==> src/rtl/radial_zoom_filter.sv <==
`default_nettype none
// ============================================================================
// Module   : radial_zoom_filter
// Brief    : Circular magnifier; zooms frame-buffer pixels inside a circle.
// Revision : 1.0 - initial release
// ============================================================================
module radial_zoom_filter #(
  parameter int IMG_WIDTH  = 160,
  parameter int IMG_HEIGHT = 120,
  parameter int ADDR_WIDTH = $clog2(IMG_WIDTH*IMG_HEIGHT),
  parameter int FB_LATENCY = 1
) (
  input  logic                  clk,
  input  logic                  reset,
  input  logic                  frame_start,
  input  logic                  pixel_valid_in,
  input  logic [9:0]            x_local,
  input  logic [9:0]            y_local,
  input  logic [15:0]           rgb565_in,
  input  logic                  filter_en,
  input  logic [9:0]            cfg_center_x,
  input  logic [9:0]            cfg_center_y,
  input  logic [7:0]            cfg_radius,
  input  logic [1:0]            cfg_zoom_shift,
  input  logic [1:0]            cfg_outside_mode,
  output logic [ADDR_WIDTH-1:0] read_addr,
  output logic                  read_en,
  input  logic [15:0]           frame_buffer_data,
  output logic                  pixel_valid_out,
  output logic [15:0]           rgb565_out
);

  localparam logic [9:0] c_CX_DEF = 10'(IMG_WIDTH / 2);
  localparam logic [9:0] c_CY_DEF = 10'(IMG_HEIGHT / 2);
  localparam int         c_LAST   = FB_LATENCY - 1;

  // Shadow configuration
  logic       r_sh_en;
  logic [9:0] r_sh_cx, r_sh_cy;
  logic [7:0] r_sh_rad;
  logic [1:0] r_sh_shift, r_sh_mode;

  always_ff @(posedge clk) begin
    if (reset) begin
      r_sh_en    <= 1'b0;
      r_sh_cx    <= c_CX_DEF;
      r_sh_cy    <= c_CY_DEF;
      r_sh_rad   <= 8'd50;
      r_sh_shift <= 2'd1;
      r_sh_mode  <= 2'd0;
    end else if (frame_start) begin
      r_sh_en    <= filter_en;
      r_sh_cx    <= cfg_center_x;
      r_sh_cy    <= cfg_center_y;
      r_sh_rad   <= cfg_radius;
      r_sh_shift <= cfg_zoom_shift;
      r_sh_mode  <= cfg_outside_mode;
    end
  end

  // A pixel arriving with frame_start already sees the new configuration
  logic       w_en;
  logic [9:0] w_cx, w_cy;
  logic [7:0] w_rad;
  logic [1:0] w_shift, w_mode;

  assign w_en    = frame_start ? filter_en        : r_sh_en;
  assign w_cx    = frame_start ? cfg_center_x     : r_sh_cx;
  assign w_cy    = frame_start ? cfg_center_y     : r_sh_cy;
  assign w_rad   = frame_start ? cfg_radius       : r_sh_rad;
  assign w_shift = frame_start ? cfg_zoom_shift   : r_sh_shift;
  assign w_mode  = frame_start ? cfg_outside_mode : r_sh_mode;

  // Stage 1: offsets from centre plus config snapshot
  logic signed [11:0] r1_dx, r1_dy;
  logic [15:0]        r1_rgb;
  logic               r1_valid, r1_en;
  logic [9:0]         r1_cx, r1_cy;
  logic [7:0]         r1_rad;
  logic [1:0]         r1_shift, r1_mode;

  always_ff @(posedge clk) begin
    if (reset) begin
      r1_dx    <= '0;
      r1_dy    <= '0;
      r1_rgb   <= '0;
      r1_valid <= 1'b0;
      r1_en    <= 1'b0;
      r1_cx    <= '0;
      r1_cy    <= '0;
      r1_rad   <= '0;
      r1_shift <= '0;
      r1_mode  <= '0;
    end else begin
      r1_dx    <= {2'b00, x_local} - {2'b00, w_cx};
      r1_dy    <= {2'b00, y_local} - {2'b00, w_cy};
      r1_rgb   <= rgb565_in;
      r1_valid <= pixel_valid_in;
      r1_en    <= w_en;
      r1_cx    <= w_cx;
      r1_cy    <= w_cy;
      r1_rad   <= w_rad;
      r1_shift <= w_shift;
      r1_mode  <= w_mode;
    end
  end

  // Division by 2^s rounding toward zero, so the zoom is symmetric about the centre
  function automatic logic signed [11:0] f_div(input logic signed [11:0] d,
                                               input logic [1:0] s);
    logic signed [11:0] bias;
    logic signed [11:0] t;
    bias = d[11] ? $signed((12'd1 << s) - 12'd1) : 12'sd0;
    t    = d + bias;
    return t >>> s;
  endfunction

  function automatic logic [ADDR_WIDTH-1:0] f_clamp(input logic signed [12:0] v,
                                                    input int maxv);
    if (v < 13'sd0)
      return '0;
    else if (v > $signed(13'(maxv)))
      return ADDR_WIDTH'(maxv);
    else
      return ADDR_WIDTH'(v);
  endfunction

  logic [11:0]            w_adx, w_ady;
  logic [23:0]            w_dist, w_rad2;
  logic                   w_inside;
  logic signed [11:0]     w_offx, w_offy;
  logic signed [12:0]     w_sx, w_sy;
  logic [ADDR_WIDTH-1:0]  w_sxc, w_syc, w_addr;
  logic                   w_rd;

  assign w_adx    = r1_dx[11] ? 12'(-r1_dx) : r1_dx;
  assign w_ady    = r1_dy[11] ? 12'(-r1_dy) : r1_dy;
  assign w_dist   = 24'(w_adx) * 24'(w_adx) + 24'(w_ady) * 24'(w_ady);
  assign w_rad2   = 24'(r1_rad) * 24'(r1_rad);
  assign w_inside = (w_dist <= w_rad2);
  assign w_offx   = f_div(r1_dx, r1_shift);
  assign w_offy   = f_div(r1_dy, r1_shift);
  assign w_sx     = $signed({3'b000, r1_cx}) + $signed({w_offx[11], w_offx});
  assign w_sy     = $signed({3'b000, r1_cy}) + $signed({w_offy[11], w_offy});
  assign w_sxc    = f_clamp(w_sx, IMG_WIDTH - 1);
  assign w_syc    = f_clamp(w_sy, IMG_HEIGHT - 1);
  assign w_addr   = ADDR_WIDTH'(w_syc * ADDR_WIDTH'(IMG_WIDTH) + w_sxc);
  assign w_rd     = r1_valid & r1_en & w_inside;

  // Stage 2 and delay line aligning pixel context with frame_buffer_data
  logic [FB_LATENCY-1:0] r_dl_valid, r_dl_inside, r_dl_en;
  logic [1:0]            r_dl_mode [FB_LATENCY];
  logic [15:0]           r_dl_rgb  [FB_LATENCY];

  always_ff @(posedge clk) begin
    if (reset) begin
      read_addr   <= '0;
      read_en     <= 1'b0;
      r_dl_valid  <= '0;
      r_dl_inside <= '0;
      r_dl_en     <= '0;
      for (int i = 0; i < FB_LATENCY; i++) begin
        r_dl_mode[i] <= '0;
        r_dl_rgb[i]  <= '0;
      end
    end else begin
      read_en <= w_rd;
      if (w_rd)
        read_addr <= w_addr;
      r_dl_valid[0]  <= r1_valid;
      r_dl_inside[0] <= w_inside;
      r_dl_en[0]     <= r1_en;
      r_dl_mode[0]   <= r1_mode;
      r_dl_rgb[0]    <= r1_rgb;
      for (int i = 1; i < FB_LATENCY; i++) begin
        r_dl_valid[i]  <= r_dl_valid[i-1];
        r_dl_inside[i] <= r_dl_inside[i-1];
        r_dl_en[i]     <= r_dl_en[i-1];
        r_dl_mode[i]   <= r_dl_mode[i-1];
        r_dl_rgb[i]    <= r_dl_rgb[i-1];
      end
    end
  end

  logic [15:0] w_live, w_pix;
  assign w_live = r_dl_rgb[c_LAST];

  always_comb begin
    w_pix = w_live;
    if (!r_dl_en[c_LAST]) begin
      w_pix = w_live;
    end else if (r_dl_inside[c_LAST]) begin
      w_pix = frame_buffer_data;
    end else begin
      case (r_dl_mode[c_LAST])
        2'd0:    w_pix = {1'b0, w_live[15:12], 1'b0, w_live[10:6], 1'b0, w_live[4:1]};
        2'd1:    w_pix = 16'h0000;
        2'd2:    w_pix = w_live;
        default: w_pix = {2'b00, w_live[15:13], 2'b00, w_live[10:7], 2'b00, w_live[4:2]};
      endcase
    end
  end

  always_ff @(posedge clk) begin
    if (reset) begin
      pixel_valid_out <= 1'b0;
      rgb565_out      <= '0;
    end else begin
      pixel_valid_out <= r_dl_valid[c_LAST];
      if (r_dl_valid[c_LAST])
        rgb565_out <= w_pix;
    end
  end

endmodule
`default_nettype wire

==> config.mk <==
export PLATFORM = sky130hd
export DESIGN_NAME = radial_zoom_filter
export DESIGN_NICKNAME = d
export VERILOG_FILES = /design/src/rtl/radial_zoom_filter.sv
export SDC_FILE = /design/constraint.sdc
export NUM_CORES = 1
export LEC_CHECK = 0
export BUFFER_PORTS_ARGS = -buffer_cell sky130_fd_sc_hd__buf_2
export CAP_MARGIN = 40
export CORE_ASPECT_RATIO = 0.75
export CORE_MARGIN = 2
export CORE_UTILIZATION = 52
export CTS_CLUSTER_SIZE = 28
export DETAILED_ROUTE_END_ITERATION = 10
export PLACE_DENSITY = 0.7
export SLEW_MARGIN = 20
export SYNTH_ARGS = -nofsm -noshare
export SYNTH_HDL_FRONTEND = slang
export SYNTH_SLANG_ARGS = --single-unit
==> constraint.sdc <==
create_clock -name clk -period 17 [get_ports clk]
set_input_delay 3.4 -clock clk [delete_from_list [all_inputs] [get_ports clk]]
set_output_delay 3.4 -clock clk [all_outputs]
set_load 0.05 [all_outputs]
==> metrics <==
Async SR Flop Fraction=0; Post-Synthesis Cells=2055; WL met2=19200 um; WL/cell=16.5 um; beginning of the worst hold path=r1_rgb[2]; Final Hold Violating Endpoints=0; cts repair resizes=0; worst hold path type=register to register; post-route setup TNS=0 ns; unrepaired setup endpoints after global routing=no; commonest non-fill, non-tap cell in the layout=inv_1; outcome=complete, no violations; PortBufs=121; Max Used Layer=met5; number of flops mapped to enable cells by yosys=0; GR Overflow Total=0; Post-Route Skew=0.0110 ns; Yosys Warn Count=0; delay-heaviest family, CP=adder cells; Buf/Inv on CP=8; nets@finish=2756; initial antenna violation count=3; CTS root buffer=clkbuf_16; CP Launch Point=r1_dy[0]; Die W=220 um; largest net degree at the start of global routing=58; commonest cells after routing, fill and taps aside=319 x inv_1, 232 x fa_1, 225 x ha_1, 195 x nor2_1, 144 x nand2_1; met3 routed WL=3160 um; std cell rows=59; Final Cycle Share=0.605; CTS Hold Bufs=0; Final Slew Violations=0; Routed Antenna Nets=0; Slowest Stage Delay on Critical Path=0.76 ns; Worst Setup End Kind=register; I/O Pins=122; Mean Syn Cell Area=8.89 um2; largest fanout on the critical path=21; Cell variety after synth=82; FF-to-FF End=read_addr[4]; vias in the first global route=14400; DP HPWL=37600 um; Worst path slowest cell=or4b_2; wire length on met1=21600 um; Critical Path AT=10.65 ns; worst reg2reg setup slack=6.71 ns; register area share after synthesis=0.149; Num CTS Buffers=17; minimum clock period=10.29 ns; CTS H-tree depth=4; Yosys top cell by area=fa_1; R2R Path Start=r1_dy[0]; clock latency on the worst-skew pair=0.44 ns; Final setup viols=0; worst slew pin tran=0.872 ns; Hold EP=r_dl_rgb[0][2]; Total Routing Usage GR=0.250; Sink Count=136; crit path launch type=register; CTS clock-pin slew for the worst setup and hold paths=0.07 ns; Hold Path Depth=1; max cap viols=0; iteration-0 DRC count of the detailed router=872; Die Area=0.0367 mm2; most frequent CP cell=fa_1; Area Growth Syn to Fin=10.4%; CTS tree=yes; Die Height=166 um; final routed DRC violation total=0; starting density of the core=0.528; drt pass-1 iters=5; worst-case reg-to-reg path depth=36; main area contributors after synthesis=fa_1 25%, ha_1 15%, dfxtp_1 15%, inv_1 6.6%, nor2_1 4.0%; share of the synthesized area in the top cell type=0.254; top_reg_cell synth=dfxtp_1; max_slew headroom=0.411; CP Class=register to register; postcts setup bufs=0; via count=14300; post-synthesis sequential element count=136; Mapped Area=0.0183 mm2; Via-to-Cell Ratio=5.33; f_max=97.2 MHz; share of layout cells above drive strength 1=0.0895; Crit path required time=17.36 ns; CTS Buffer Depth=2; Util after Layout=0.583; first-pass GRT wire length=72500 um; core area=0.0346 mm2; RD Place Congestion=0.900; Detailed Route WL=44300 um
-- synth_stat cells, types with 4 or more instances --
cell       number
a21oi_1        90
nor3_1         25
a21o_1         46
buf_1           7
nand4_1         7
and2_1         37
nand2_1       144
mux2i_1        66
o311ai_0        4
a221oi_1        5
a22oi_1        19
nor2_1        195
mux2_2          4
xnor2_1        68
or3_1           6
xor2_1         35
a21boi_0        4
o2111ai_1       4
nand3_1        18
a221o_1         4
o211ai_1        7
inv_1         319
o31ai_1         6
o21a_1         10
nor2b_1        65
or2_2           9
nand2b_1       34
o21ai_0        62
o21ai_1         6
a31oi_1         4
a211o_1         7
o21bai_1        7
dfxtp_1       136
and3_1          6
fa_1          232
a211oi_1       26
clkbuf_1       43
ha_1          225
-- kinds of logic (layout without fill, tap and decap cells) --
kind of cell,Yosys count,after routing,share of synthesized area
buf+inv,379,490,0.0797
simple gates,562,562,0.145
flops,136,136,0.149
mux,71,71,0.0395
xor+xnor,103,103,0.0494
other cells,2,60,0.000411
fa+ha+maj,458,458,0.409
compound gates,344,344,0.128
-- cell type report --
cell class / instances / area [um2]
clock inverter: 15 / 185
clock buffer: 17 / 425
antenna: 1 / 2.50
timing repair buffer: 134 / 731
inverter: 324 / 1230
tap: 457 / 572
sequential: 136 / 2720
fill: 3009 / 14500
multi-input combinational: 1597 / 14300
-- worst max-delay path by stage --
stage | to | slack, ns | cells after the start
after floorplan | read_addr[12] | 7.73 | 37
after global placement | read_addr[2] | 6.79 | 37
after detailed placement | read_addr[0] | 6.51 | 35
after CTS | read_addr[4] | 6.49 | 35
after global routing | read_addr[3] | 6.08 | 38
final | read_addr[4] | 6.71 | 36
-- per-layer routing --
metal | vias to the layer above | global-route usage
met5 | - | 0
met4 | 4 | 0.0344
met3 | 40 | 0.0608
met2 | 383 | 0.371
met1 | 6874 | 0.375
li1 | 6982 | -
-- metrics by stage --
step / area (um2) / instances / hold WS (ns) / worst slack, ns
detailed placement: 19500 / 2646 / 0.420 / 6.51
global route: 20200 / 2680 / 0.452 / 6.08
finish: 20200 / 2681 / 0.437 / 6.71
CTS: 20100 / 2678 / 0.437 / 6.49
floorplan: 18500 / 2112 / 0.414 / 7.73
global placement: 19500 / 2642 / 0.420 / 6.79
-- state kept, by name, summed over array words and instances, names as in the netlist, 3 cells and up --
signal / cells
r1_cy: 4
r_sh_cy: 10
r_dl_rgb: 16
rgb565_out: 16
r1_dx: 11
r_sh_rad: 8
r_sh_cx: 10
r1_rad: 3
r1_dy: 11
read_addr: 15
r1_rgb: 16
Power is left out: the tool's default activity adds up to more than one toggle a clock period on the data nets, which glitch-free logic cannot reach.
